File: config.mk
export PLATFORM = sky130hd
export DESIGN_NAME = scan_sequencer_flat
export DESIGN_NICKNAME = d
export VERILOG_FILES = /design/src/rtl/scan_sequencer_pkg.sv /design/src/rtl/scan_sequencer_if.sv /design/src/rtl/scan_sequencer_timer.sv /design/src/rtl/scan_sequencer.sv /design/src/flat_wrapper.sv
export SDC_FILE = /design/constraint.sdc
export NUM_CORES = 1
export LEC_CHECK = 0
export ABC_AREA = 1
export CAP_MARGIN = 15
export CORE_MARGIN = 3
export CORE_UTILIZATION = 57
export DETAILED_ROUTE_END_ITERATION = 10
export GPL_ROUTABILITY_DRIVEN = 0
export PLACE_DENSITY = 0.83
export REMOVE_ABC_BUFFERS = 1
export SETUP_SLACK_MARGIN = 0.5
export SYNTH_ARGS = -nofsm -noshare
export SYNTH_HDL_FRONTEND = slang
export SYNTH_SLANG_ARGS = --single-unit
File: constraint.sdc
create_clock -name fpga_clk -period 3.8 [get_ports fpga_clk]
set_clock_uncertainty 0.05 [all_clocks]
set_input_delay 0.76 -clock fpga_clk [delete_from_list [all_inputs] [get_ports fpga_clk]]
set_output_delay 0.76 -clock fpga_clk [all_outputs]
set_load 0.01 [all_outputs]
File: src/rtl/scan_sequencer_pkg.sv
// Shared types and constants for the antenna scan sequencer.
// Holds the FSM state encoding and the RF path one-hot selects.
package scan_pkg;

    typedef enum logic [2:0] {
        IDLE,
        ROTATE,
        SETTLE,
        SELECT,
        TRIG,
        WAIT_ADC,
        NEXT,
        DONE
    } state_t;

    localparam int unsigned RF_PATHS = 4;

    localparam logic [RF_PATHS-1:0] RF_PATH0 = 4'b0001;
    localparam logic [RF_PATHS-1:0] RF_PATH1 = 4'b0010;
    localparam logic [RF_PATHS-1:0] RF_PATH2 = 4'b0100;
    localparam logic [RF_PATHS-1:0] RF_PATH3 = 4'b1000;

    // Wide enough for the ADC timeout count.
    localparam int unsigned TMR_W = 16;

    function automatic logic [RF_PATHS-1:0] rf_onehot(input logic [1:0] idx);
        logic [RF_PATHS-1:0] sel;
        sel = RF_PATH0;
        case (idx)
            2'd0: sel = RF_PATH0;
            2'd1: sel = RF_PATH1;
            2'd2: sel = RF_PATH2;
            2'd3: sel = RF_PATH3;
            default: sel = RF_PATH0;
        endcase
        return sel;
    endfunction

endpackage

File: src/rtl/scan_sequencer_if.sv
// Control/status bundle between the scan sequencer and its surroundings.
// master drives the stimulus side (buttons, tick, ADC), slave is the sequencer.
interface scan_sequencer_if #(
    parameter int unsigned ANG_W = 10
);
    import scan_pkg::*;

    logic                start;
    logic                abort;
    logic                stp_tick;
    logic [3:0]          cfg_steps;
    logic [ANG_W-1:0]    cfg_points;
    logic                adc_done;

    logic                rot_step;
    logic [RF_PATHS-1:0] rf_sw;
    logic                adc_trg;
    logic                busy;
    logic                scan_done;
    logic [ANG_W-1:0]    rot_count;
    logic                err_tmo;

    modport master (
        output start, abort, stp_tick, cfg_steps, cfg_points, adc_done,
        input  rot_step, rf_sw, adc_trg, busy, scan_done, rot_count, err_tmo
    );

    modport slave (
        input  start, abort, stp_tick, cfg_steps, cfg_points, adc_done,
        output rot_step, rf_sw, adc_trg, busy, scan_done, rot_count, err_tmo
    );

endinterface

File: src/rtl/scan_sequencer_timer.sv
// Loadable down-counter with count enable and a zero flag.
// Load wins over enable; the count parks at zero.
module seq_timer
    import scan_pkg::*;
#(
    parameter int unsigned W = TMR_W
) (
    input  logic         fpga_clk,
    input  logic         rst,
    input  logic         i_load,
    input  logic [W-1:0] i_load_val,
    input  logic         i_en,
    output logic         o_zero
);

    logic [W-1:0] r_count;

    always_ff @(posedge fpga_clk or negedge rst) begin
        if (!rst) begin
            r_count <= '0;
        end else if (i_load) begin
            r_count <= i_load_val;
        end else if (i_en && (r_count != '0)) begin
            r_count <= r_count - 1'b1;
        end
    end

    assign o_zero = (r_count == '0);

endmodule

File: src/rtl/scan_sequencer.sv
// Antenna scan sequencer: rotate, settle, then sweep four RF paths with one
// ADC conversion each, for every angular point. All outputs are registered.
module scan_sequencer
    import scan_pkg::*;
#(
    parameter int unsigned ANG_W        = 10,
    parameter int unsigned SETTLE_TICKS = 3,
    parameter int unsigned GUARD_CLKS   = 50,
    parameter int unsigned ADC_TMO      = 5000
) (
    input logic        fpga_clk,
    input logic        rst,
    scan_sequencer_if.slave bus
);

    // Timer is loaded with N-1 and the terminal event fires on the zero count.
    localparam logic [TMR_W-1:0] SETTLE_M1 = TMR_W'(SETTLE_TICKS - 1);
    localparam logic [TMR_W-1:0] GUARD_M1  = TMR_W'(GUARD_CLKS - 1);
    localparam logic [TMR_W-1:0] TMO_M1    = TMR_W'(ADC_TMO - 1);

    state_t              r_state, w_state_d;
    logic [3:0]          r_steps_m1, w_steps_m1_d;
    logic [ANG_W-1:0]    r_points, w_points_d;
    logic [ANG_W-1:0]    r_rot_count, w_rot_count_d;
    logic [1:0]          r_rf_idx, w_rf_idx_d;
    logic [RF_PATHS-1:0] r_rf_sw, w_rf_sw_d;
    logic                r_busy, w_busy_d;
    logic                r_rot_step, w_rot_step_d;
    logic                r_adc_trg, w_adc_trg_d;
    logic                r_scan_done, w_scan_done_d;
    logic                r_err_tmo, w_err_tmo_d;

    logic                w_tmr_load;
    logic [TMR_W-1:0]    w_tmr_val;
    logic                w_tmr_en;
    logic                w_tmr_zero;
    logic [3:0]          w_steps_in_m1;

    // A step count of zero behaves as one step.
    assign w_steps_in_m1 = (bus.cfg_steps == 4'd0) ? 4'd0 : (bus.cfg_steps - 4'd1);

    seq_timer #(
        .W (TMR_W)
    ) u_timer (
        .fpga_clk   (fpga_clk),
        .rst        (rst),
        .i_load     (w_tmr_load),
        .i_load_val (w_tmr_val),
        .i_en       (w_tmr_en),
        .o_zero     (w_tmr_zero)
    );

    always_comb begin
        w_state_d     = r_state;
        w_steps_m1_d  = r_steps_m1;
        w_points_d    = r_points;
        w_rot_count_d = r_rot_count;
        w_rf_idx_d    = r_rf_idx;
        w_rf_sw_d     = r_rf_sw;
        w_busy_d      = r_busy;
        w_err_tmo_d   = r_err_tmo;
        w_rot_step_d  = 1'b0;
        w_adc_trg_d   = 1'b0;
        w_scan_done_d = 1'b0;
        w_tmr_load    = 1'b0;
        w_tmr_val     = '0;
        w_tmr_en      = 1'b0;

        if ((r_state != IDLE) && bus.abort) begin
            w_state_d = IDLE;
            w_rf_sw_d = '0;
            w_busy_d  = 1'b0;
        end else begin
            case (r_state)
                IDLE: begin
                    if (bus.start && !bus.abort) begin
                        w_steps_m1_d  = w_steps_in_m1;
                        w_points_d    = bus.cfg_points;
                        w_rot_count_d = '0;
                        w_rf_idx_d    = '0;
                        w_err_tmo_d   = 1'b0;
                        w_busy_d      = 1'b1;
                        w_tmr_load    = 1'b1;
                        w_tmr_val     = {{(TMR_W-4){1'b0}}, w_steps_in_m1};
                        w_state_d     = (bus.cfg_points == '0) ? DONE : ROTATE;
                    end
                end

                ROTATE: begin
                    w_tmr_en = bus.stp_tick;
                    if (bus.stp_tick) begin
                        w_rot_step_d = 1'b1;
                        if (w_tmr_zero) begin
                            w_tmr_load = 1'b1;
                            w_tmr_val  = SETTLE_M1;
                            w_state_d  = SETTLE;
                        end
                    end
                end

                SETTLE: begin
                    w_tmr_en = bus.stp_tick;
                    if (bus.stp_tick && w_tmr_zero) begin
                        w_rf_idx_d = 2'd0;
                        w_rf_sw_d  = rf_onehot(2'd0);
                        w_tmr_load = 1'b1;
                        w_tmr_val  = GUARD_M1;
                        w_state_d  = SELECT;
                    end
                end

                SELECT: begin
                    w_tmr_en = 1'b1;
                    if (w_tmr_zero) begin
                        w_adc_trg_d = 1'b1;
                        w_state_d   = TRIG;
                    end
                end

                TRIG: begin
                    w_tmr_load = 1'b1;
                    w_tmr_val  = TMO_M1;
                    w_state_d  = WAIT_ADC;
                end

                WAIT_ADC: begin
                    w_tmr_en = 1'b1;
                    if (bus.adc_done) begin
                        w_state_d = NEXT;
                    end else if (w_tmr_zero) begin
                        w_err_tmo_d = 1'b1;
                        w_state_d   = NEXT;
                    end
                end

                NEXT: begin
                    if (r_rf_idx != 2'd3) begin
                        w_rf_idx_d = r_rf_idx + 2'd1;
                        w_rf_sw_d  = rf_onehot(r_rf_idx + 2'd1);
                        w_tmr_load = 1'b1;
                        w_tmr_val  = GUARD_M1;
                        w_state_d  = SELECT;
                    end else begin
                        w_rf_sw_d = '0;
                        if (r_rot_count == (r_points - 1'b1)) begin
                            w_state_d = DONE;
                        end else begin
                            w_rot_count_d = r_rot_count + 1'b1;
                            w_tmr_load    = 1'b1;
                            w_tmr_val     = {{(TMR_W-4){1'b0}}, r_steps_m1};
                            w_state_d     = ROTATE;
                        end
                    end
                end

                DONE: begin
                    w_scan_done_d = 1'b1;
                    w_busy_d      = 1'b0;
                    w_state_d     = IDLE;
                end

                default: begin
                    w_state_d = IDLE;
                end
            endcase
        end
    end

    always_ff @(posedge fpga_clk or negedge rst) begin
        if (!rst) begin
            r_state     <= IDLE;
            r_steps_m1  <= '0;
            r_points    <= '0;
            r_rot_count <= '0;
            r_rf_idx    <= '0;
            r_rf_sw     <= '0;
            r_busy      <= 1'b0;
            r_rot_step  <= 1'b0;
            r_adc_trg   <= 1'b0;
            r_scan_done <= 1'b0;
            r_err_tmo   <= 1'b0;
        end else begin
            r_state     <= w_state_d;
            r_steps_m1  <= w_steps_m1_d;
            r_points    <= w_points_d;
            r_rot_count <= w_rot_count_d;
            r_rf_idx    <= w_rf_idx_d;
            r_rf_sw     <= w_rf_sw_d;
            r_busy      <= w_busy_d;
            r_rot_step  <= w_rot_step_d;
            r_adc_trg   <= w_adc_trg_d;
            r_scan_done <= w_scan_done_d;
            r_err_tmo   <= w_err_tmo_d;
        end
    end

    assign bus.rot_step  = r_rot_step;
    assign bus.rf_sw     = r_rf_sw;
    assign bus.adc_trg   = r_adc_trg;
    assign bus.busy      = r_busy;
    assign bus.scan_done = r_scan_done;
    assign bus.rot_count = r_rot_count;
    assign bus.err_tmo   = r_err_tmo;

endmodule

File: src/flat_wrapper.sv
// flat-port wrapper written by rule: the top's interface ports become plain ports
module scan_sequencer_flat import scan_pkg::*;
#(
    parameter int unsigned ANG_W        = 10,
    parameter int unsigned SETTLE_TICKS = 3,
    parameter int unsigned GUARD_CLKS   = 50,
    parameter int unsigned ADC_TMO      = 5000
)
  (fpga_clk, rst, bus_start, bus_abort, bus_stp_tick, bus_cfg_steps, bus_cfg_points, bus_adc_done, bus_rot_step, bus_rf_sw, bus_adc_trg, bus_busy, bus_scan_done, bus_rot_count, bus_err_tmo);
  scan_sequencer_if #(.ANG_W(ANG_W)) bus_i ();
  input logic fpga_clk;
  input logic rst;
  input wire logic [$bits(bus_i.start)-1:0] bus_start;
  input wire logic [$bits(bus_i.abort)-1:0] bus_abort;
  input wire logic [$bits(bus_i.stp_tick)-1:0] bus_stp_tick;
  input wire logic [$bits(bus_i.cfg_steps)-1:0] bus_cfg_steps;
  input wire logic [$bits(bus_i.cfg_points)-1:0] bus_cfg_points;
  input wire logic [$bits(bus_i.adc_done)-1:0] bus_adc_done;
  output wire logic [$bits(bus_i.rot_step)-1:0] bus_rot_step;
  output wire logic [$bits(bus_i.rf_sw)-1:0] bus_rf_sw;
  output wire logic [$bits(bus_i.adc_trg)-1:0] bus_adc_trg;
  output wire logic [$bits(bus_i.busy)-1:0] bus_busy;
  output wire logic [$bits(bus_i.scan_done)-1:0] bus_scan_done;
  output wire logic [$bits(bus_i.rot_count)-1:0] bus_rot_count;
  output wire logic [$bits(bus_i.err_tmo)-1:0] bus_err_tmo;
  assign bus_i.start = bus_start;
  assign bus_i.abort = bus_abort;
  assign bus_i.stp_tick = bus_stp_tick;
  assign bus_i.cfg_steps = bus_cfg_steps;
  assign bus_i.cfg_points = bus_cfg_points;
  assign bus_i.adc_done = bus_adc_done;
  assign bus_rot_step = bus_i.rot_step;
  assign bus_rf_sw = bus_i.rf_sw;
  assign bus_adc_trg = bus_i.adc_trg;
  assign bus_busy = bus_i.busy;
  assign bus_scan_done = bus_i.scan_done;
  assign bus_rot_count = bus_i.rot_count;
  assign bus_err_tmo = bus_i.err_tmo;
  scan_sequencer #(.ANG_W(ANG_W), .SETTLE_TICKS(SETTLE_TICKS), .GUARD_CLKS(GUARD_CLKS), .ADC_TMO(ADC_TMO)) u_core (.fpga_clk(fpga_clk), .rst(rst), .bus(bus_i));
endmodule
==> flow_summary_export.csv <==
group,metric,value,unit
logic_synthesis,async_reset_ff_share,100.0,%
floorplan,core-area,5956,um^2
global_route,grt.total_usage,23.99,%
clocking,clk_latency,0.31,ns
power_and_ir_drop,p_comb_share,54.7,%
layout,diodes,0,
logic_synthesis,yosys.area.top_type,"dfrtp_1",
clocking,cts_resized,0,
floorplan,num_rows,28,
route,wl_per_cell,13.42,um
power_and_ir_drop,p_clk_share,11.4,%
sta,rsz0062_at_grt,"no",
layout,layout-drive-gt1-share,10.76,%
layout,final_area,4046,um^2
clocking,cts_setup_buffers,0,
floorplan,die_y,84.67,um
sta,finalSetupTns,0,ns
power_and_ir_drop,p_int,1.398,mW
worst_setup_path,crit_required,3.93,ns
power_and_ir_drop,swShare,48.83,%
sta,fin_ws,1.202,ns
logic_synthesis,ys_warn_count,0,
sta,drv_slew,0,
clocking,cts_tree,"done",
logic_synthesis,synthFlopType,"dfrtp_1",
sta,max_slew_margin,53.84,%
power_and_ir_drop,leakagePower,1.986,nW
global_route,antenna_found_initial,0,
floorplan,die_area,7168,um^2
layout,fin_nets,566,
logic_synthesis,ys_seq_area_share,38.31,%
route,vias_per_cell,5.365,
logic_synthesis,synthTopCellsByArea,"dfrtp_1, nand2_1, nand3_1",
floorplan,die_w,84.67,um
clocking,cts_root_buf,"clkbuf_8",
logic_synthesis,syn_area,3527,um^2
route,drt_iter0_drc,250,
sta,min_period_over_period,68.36,%
layout,nFillCells,537,
placement,pre_cts_slack,0.8945,ns
sta,max_freq,385.0,MHz
worst_setup_path,worst-path-max-fanout,20,
logic_synthesis,synthCells,501,
clocking,ctsLongestPathBuffers,2,
global_route,grt_pass1_wl,14.02,mm
route,ant_nets,0,
worst_setup_path,ff2ff_path_depth,13,
route,route.detailed.drc,0,
placement,io_buffers,38,
placement,placedInstanceArea,3966,um^2
sta,hold_viol_final,0,
layout,syn_to_final_growth,14.72,%
floorplan,start_util,59.22,%
clocking,clkSinkCount,54,
worst_setup_path,crit_type,"input pin to flip-flop",
power_and_ir_drop,p_per_area,675.1,nW/um^2
layout,utilization,67.94,%
logic_synthesis,synth_edf_count,0,
worst_setup_path,arrival,2.72,ns
worst_setup_path,endpoint_kind,"flip-flop",
logic_synthesis,syn_avg_cell_area,7.040,um^2
clocking,cts_hold_buf,0,
logic_synthesis,synth_top_area_share,38.31,%
layout,multi_input_area,1918,um^2
logic_synthesis,synth_cell_types,37,
worst_setup_path,cp-start-kind,"input pin",
layout,register_area,1351,um^2
route,wirelength,8.240,mm
clocking,numCtsBuffers,5,
global_route,grt_pass1_vias,2979,
outcome,run_status,"completed",
power_and_ir_drop,seqPwrFrac,33.9,%
global_route,gr-total-overflow,0,
placement,dpl.hpwl,6.230,mm
floorplan,num_io_pins,39,
power_and_ir_drop,ir_worst_vdd,0.3733,mV
sta,min_period,2.598,ns
sta,finalSetupViolCount,0,
clocking,clk_pin_slew_worst_paths,0.10,ns
route,dr_total_vias,3294,
clocking,cts_max_level,2,
global_route,grt_max_degree,31,
power_and_ir_drop,switchingPower,1.334,mW
sta,worstMarginPinSlew,0.6905,ns
sta,hold_slack,0.3863,ns
logic_synthesis,synth-seq-cells,54,
flow_run,maxCapViolCount,0,
worst_hold_path,hp-class,"input pin to async pin",
route,drtPass1Iterations,7,
-- sequential cells by signal (all words and copies together) (netlist names), 2 cells and up --
signal,count
u_core.r_steps_m1,4
u_core.r_rf_idx,2
u_core.bus.rot_count,10
u_core.bus.rf_sw,4
u_core.r_points,10
u_core.r_state,3
u_core.u_timer.r_count,16
-- worst paths after layout --
| check | from | slack, ns | endpoint |
|---|---|---|---|
| worst min register to register | u_core.r_steps_m1[1]$_DFFE_PN0P_ | 0.44 | u_core.r_steps_m1[1]$_DFFE_PN0P_ |
| worst max register to register | u_core.r_points[0]$_DFFE_PN0P_ | 1.27 | u_core.bus.rot_count[1]$_DFFE_PN0P_ |
| min in group fpga_clk | u_core.r_steps_m1[1]$_DFFE_PN0P_ | 0.44 | u_core.r_steps_m1[1]$_DFFE_PN0P_ |
| max in group asynchronous | rst | 2.51 | u_core.bus.rot_step$_DFF_PN0_ |
| worst min-delay path | rst | 0.39 | u_core.r_steps_m1[2]$_DFFE_PN0P_ |
| worst max-delay path | bus_abort | 1.20 | u_core.bus.rot_count[1]$_DFFE_PN0P_ |
-- synth_stat cells (2+ instances only) --
cell type and instances:
nand3_2 2, o21ai_1 13, nand4_1 6, nand2_2 6, xnor2_1 5, buf_2 3
or2_1 3, nand3_1 43, nor4_1 4, a31oi_1 4, a21oi_1 8, inv_1 37
nand3_4 2, nor2_1 45, or2_2 4, clkbuf_1 4, o21ai_0 13, inv_2 18
o21bai_1 2, nor2_2 9, dfrtp_1 54, xor2_1 15, nor2_4 3, ha_1 7
nor3_1 10, nand2_1 170
-- power groups by stage --
stage               sequential (mW)  combinational (mW)  clock, mW
finish                        0.926                1.49      0.311
global route                  0.951                1.70      0.343
CTS                           0.922                1.48      0.314
detailed placement            0.930                1.47          0
global placement              0.926                1.42          0
floorplan                     0.899                1.15          0
-- stage by stage --
stage | instances | power (mW)
global route | 614 | 2.997
global placement | 607 | 2.345
detailed placement | 607 | 2.403
CTS | 614 | 2.720
finish | 614 | 2.732
floorplan | 492 | 2.048
-- cells in the final DEF, fill, tap and decap left out, types with 3 or more instances in the layout --
cell,n
inv_1,37
nand3_1,43
nor2_1,45
clkbuf_8,5
nor3_1,10
nor4_1,4
nand4_1,6
or2_2,4
nor2_2,9
xor2_1,15
clkdlybuf4s50_1,37
o21ai_1,13
inv_2,18
xnor2_1,5
nand2_1,170
dfrtp_1,54
o21ai_0,13
nor2_4,3
nand2_2,6
a31oi_1,4
or2_1,3
a21oi_1,8
ha_1,7
-- critical path, cell delays in order --
cell	delay, ns
clkdlybuf4s50_1	0.41
inv_1	0.19
nor2_2	0.10
inv_2	0.26
nand2_1	0.13
inv_1	0.09
nand3_1	0.49
nand2_1	0.20
o21ai_1	0.09
-- per-layer routing --
metal / up-vias / GRT usage [%] / routed length (um)
met5: - / 0 / 0
met2: 89 / 36.44 / 3623
met1: 1525 / 35.60 / 4082
li1: 1670 / - / -
met4: 0 / 6.187 / 108
met3: 10 / 4.220 / 426
-- area by class of cell --
| class | instances | share of cell area (%) |
|---|---|---|
| Inverter | 56 | 5.257 |
| Timing Repair Buffer | 40 | 9.647 |
| Clock inverter | 1 | 0.1855 |
| Multi-Input combinational cell | 382 | 47.40 |
| Sequential cell | 54 | 33.40 |
| Clock buffer | 6 | 1.793 |
| Tap cell | 75 | 2.319 |
-- logic make-up after synthesis --
| family | Yosys count | synth area share, % |
|---|---|---|
| compound gates | 43 | 6.704 |
| simple gates | 312 | 40.23 |
| flops | 54 | 38.31 |
| fa+ha+maj | 7 | 2.483 |
| xor+xnor | 20 | 4.966 |
| buf+inv | 65 | 7.307 |
(Power assumes the default switching activity.)
==> edit 1: new RTL, config.mk and constraints unchanged <==
`RF_PATHS`: 4 -> 8.
--- a/src/rtl/scan_sequencer_pkg.sv
+++ b/src/rtl/scan_sequencer_pkg.sv
@@ -13,7 +13,7 @@
         DONE
     } state_t;
 
-    localparam int unsigned RF_PATHS = 4;
+    localparam int unsigned RF_PATHS = 8;
 
     localparam logic [RF_PATHS-1:0] RF_PATH0 = 4'b0001;
     localparam logic [RF_PATHS-1:0] RF_PATH1 = 4'b0010;
Ports: changed (resized bus_rf_sw); port bits go from 39 to 43. No check against the original RTL was run, so the function may have changed too.
==> edit 1 against the unedited design <==
- area after synthesis grew 0.32%
- sequential power down 2.7%
- total power down 4.7%
- cell area about the same
- setup slack improved by 0.085 ns
- first-iteration DRC count fell by 32%
- sequential cell count did not move
- wire length decreased by 0.66%
==> edit 1: results (changes against the unedited design) <==
status:
  outcome: "finished, final reports clean"
setup_path:
  r2r_setup_slack_ns: 1.42  # +0.15 ns
  worst-r2r-cell-count: 15  # +2
  cpMaxStageDelayCell: "clkdlybuf4s50_1"
  crit_arrival_ns: 2.67  # -0.05 ns
  cp-endpoint: "u_core.u_timer.r_count[15]$_DFFE_PN0P_"
global_routing:
  grt_pass1_wl_um: 14100  # +0.74%
  grt_util_all_layers: 0.240  # about the same
  grt_max_degree: 35  # +13%
  grt_pass1_vias: 3095  # +3.9%
cells_and_area:
  buf_share: 0.0946  # -0.00183
  nNonClkBuffers: 39  # -2.5%
  inverters: 62  # +11%
  seq_share: 0.334  # about the same
  multi_input_area_um2: 1890  # -1.4%
  nets: 576  # +1.8%
yosys:
  synthTopCellsByCount: "166 x nand2_1, 67 x nor2_1, 54 x dfrtp_1"
  synth_top_area_frac: 0.382  # -0.00122
  synth_xor_area_frac: 0.0644  # +0.0147
  synthTopCellsByArea: "dfrtp_1 38%, nand2_1 18%, nor2_1 7.1%"
  seq_area_frac_synth: 0.382  # -0.00122
  synth.distinct_cells: 38  # +2.7%
  synth_adder_area_share: 0.0248  # -0.0000790
min_path:
  hold_path.class: "flip-flop to flip-flop"
power:
  leakage_nw: 2.01  # +1.4%
  vdd_drop_max_v: 0.000376  # +0.64%
drt:
  viasPerCell: 5.27  # -1.7%
  first_iter_violations: 171  # -32%
  wl_per_cell_um: 13.1  # -2.4%
placed_design:
  dpl.hpwl_um: 6310  # +1.2%
  dp_slack_ns: 1.02  # +0.122 ns
sta:
  period_needed_ns: 2.51  # -0.0852 ns
  worst_pin_slew_ns: 0.775  # +0.0846 ns
-- edit 1: kinds of logic after synthesis --
kind of cell             count (synthesis)
adder cells (fa/ha/maj)                  7
XOR/XNOR                                26
AO/OA/AOI/OAI                           39
AND/OR/NAND/NOR                        311
flip-flops                              54
buffers and inverters                   73
other                                    1
-- edit 1: routing by layer --
| layer | share of wire | GRT usage |
|---|---|---|
| met1 | 0.44 | 0.314 |
| met2 | 0.49 | 0.412 |
| met3 | 0.047 | 0.0353 |
| met4 | 0.016 | 0.0691 |
| met5 | 0 | 0 |
-- edit 1: report_power, final --
part	total (mW)	switching [mW]	internal, mW
registers	0.901	0.157	0.744
clock network	0.338	0.191	0.148
logic	1.36	0.892	0.470
-- edit 1: per-stage QoR --
stage	instance area (µm²)	hold WS [ns]	instances	util
2_1_floorplan	3480	0.393	503	-
3_3_place_gp	3950	0.413	617	0.664
3_5_place_dp	3950	0.421	617	0.664
4_1_cts	4050	0.445	625	0.679
5_1_grt	4050	0.488	625	0.679
6_report	4050	0.445	625	0.679
==> edit 2: new RTL, same settings <==
Made on the original files. Make the reset (`rst`) synchronous in 2 clocked blocks.
--- a/src/rtl/scan_sequencer_timer.sv
+++ b/src/rtl/scan_sequencer_timer.sv
@@ -15,7 +15,7 @@
 
     logic [W-1:0] r_count;
 
-    always_ff @(posedge fpga_clk or negedge rst) begin
+    always_ff @(posedge fpga_clk) begin
         if (!rst) begin
             r_count <= '0;
         end else if (i_load) begin
--- a/src/rtl/scan_sequencer.sv
+++ b/src/rtl/scan_sequencer.sv
@@ -166,7 +166,7 @@
         end
     end
 
-    always_ff @(posedge fpga_clk or negedge rst) begin
+    always_ff @(posedge fpga_clk) begin
         if (!rst) begin
             r_state     <= IDLE;
             r_steps_m1  <= '0;
Check against the original RTL: differs if rst is asserted again (counterexample within 4 cycles, from zero or initial values and one cycle with rst low); with rst held inactive, the same outputs for 10 cycles.
==> edit 2 against the unedited design <==
- cell area fell by 1.6%
- wire length up 1.3%
- die area is 1.6% lower
- sequential power shrank 15%
- total power up 7.6%
- sequential cell count stayed put
- critical path depth grew 4
- setup slack worse by 0.013 ns
- area after synthesis is 1.7% lower
- first-iteration DRC count increased by 5.6%
- clock power is 29% higher
- largest power group unchanged
==> edit 2: results (changes against the unedited design) <==
status:
  outcome: "finished, final reports clean"
sta:
  relSlewSlack: 0.492  # -0.0464
yosys:
  synth.distinct_cells: 39  # +5.4%
  synthArstFlopShare: 0  # -1.00
  synthTopCellsByArea: "dfxtp_1 31%, nand2_1 12%, inv_1 6.6%"
  synth_ff_type: "dfxtp_1"
  syn_inst: 515  # +2.8%
  seq_area_frac_synth: 0.312  # -0.0714
  synthTopCellsByCount: "115 x nand2_1, 61 x inv_1, 54 x dfxtp_1"
clocking:
  cts.path.max_buffers: 2  # unchanged
  cts_buffers: 5  # unchanged
placed_design:
  dpl.hpwl_um: 6390  # +2.5%
  placed_area_um2: 3870  # -2.4%
  dp_cells: 613  # +0.99%
  dp_slack_ns: 0.900  # +0.00524 ns
drt:
  wl_per_cell_um: 13.5  # +0.29%
  first_iter_violations: 264  # +5.6%
  drt_first_pass_iters: 5  # -2
  finalWirelength_um: 8350  # +1.3%
  viasPerCell: 5.44  # +1.3%
setup_path:
  cp_max_fo: 19  # -5.0%
  cp.required_ns: 4.01  # +0.08 ns
  worst-r2r-cell-count: 16  # +3
cells_and_area:
  top_register: "u_core.u_timer.r_count"
  drive_gt1_frac: 0.119  # +0.0110
  nets: 576  # +1.8%
global_routing:
  grt_util_all_layers: 0.247  # +0.00712
  grt_pass1_vias: 3169  # +6.4%
  grt_max_degree: 24  # -23%
  grt_pass1_wl_um: 14400  # +2.9%
power:
  vdd_drop_max_v: 0.000379  # +1.7%
  leakage_nw: 1.68  # -15%
min_path:
  hold_path.class: "flip-flop to flip-flop"
-- edit 2: final cells by class --
class	count	area, µm²
fillers	487	1730
clock buffers	6	82.6
flip-flops and latches	54	1080
multi-input cells	381	2050
repair buffers	39	388
well taps	72	90.1
inverters	67	256
clock inverters	1	30.0
-- edit 2: worst max-delay path: stages --
cell             delay [ns]
clkdlybuf4s50_1        0.48
inv_1                  0.11
nand2_1                0.10
nor2_4                 0.38
inv_1                  0.30
a21oi_1                0.19
nand2_1                0.09
nand2_1                0.06
o21bai_1               0.10
nand2_1                0.06
nand2_1                0.08
nor2_2                 0.04
nor2_2                 0.07
-- edit 2: per-layer routing --
metal	up-vias	part of all wire	track usage
li1	1712	-	-
met1	1544	0.46	0.320
met2	103	0.47	0.417
met3	12	0.058	0.0474
met4	0	0.016	0.0687
met5	-	0	0
-- edit 2: path summary, 6_finish.rpt --
path	start	end	slack, ns
max	bus_abort	u_core.u_timer.r_count[2]$_SDFFE_PN0P_	1.19
min	u_core.r_steps_m1[0]$_SDFFE_PN0P_	u_core.r_steps_m1[0]$_SDFFE_PN0P_	0.42
max reg2reg	u_core.r_points[0]$_SDFFE_PN0P_	u_core.u_timer.r_count[4]$_SDFFE_PN0P_	1.34
min reg2reg	u_core.r_steps_m1[0]$_SDFFE_PN0P_	u_core.r_steps_m1[0]$_SDFFE_PN0P_	0.42
-- edit 2: report_power, final --
group	leakage (nW)	switching (mW)	internal, mW
Sequential	0.440	0.0992	0.684
Combinational	1.18	1.16	0.598
Clock	0.0573	0.190	0.211
-- edit 2: cells by family (layout without fill, tap and decap cells) --
| logic type | after synthesis | count (layout) | share of synthesized area |
|---|---|---|---|
| and+or+nand+nor | 278 | 278 | 0.394 |
| buffers and inverters | 80 | 113 | 0.0960 |
| AOI/OAI and AO/OA | 70 | 70 | 0.106 |
| DFF | 54 | 54 | 0.312 |
| xor gates and xnor gates | 25 | 25 | 0.0631 |
| adders and majority gates | 8 | 8 | 0.0289 |
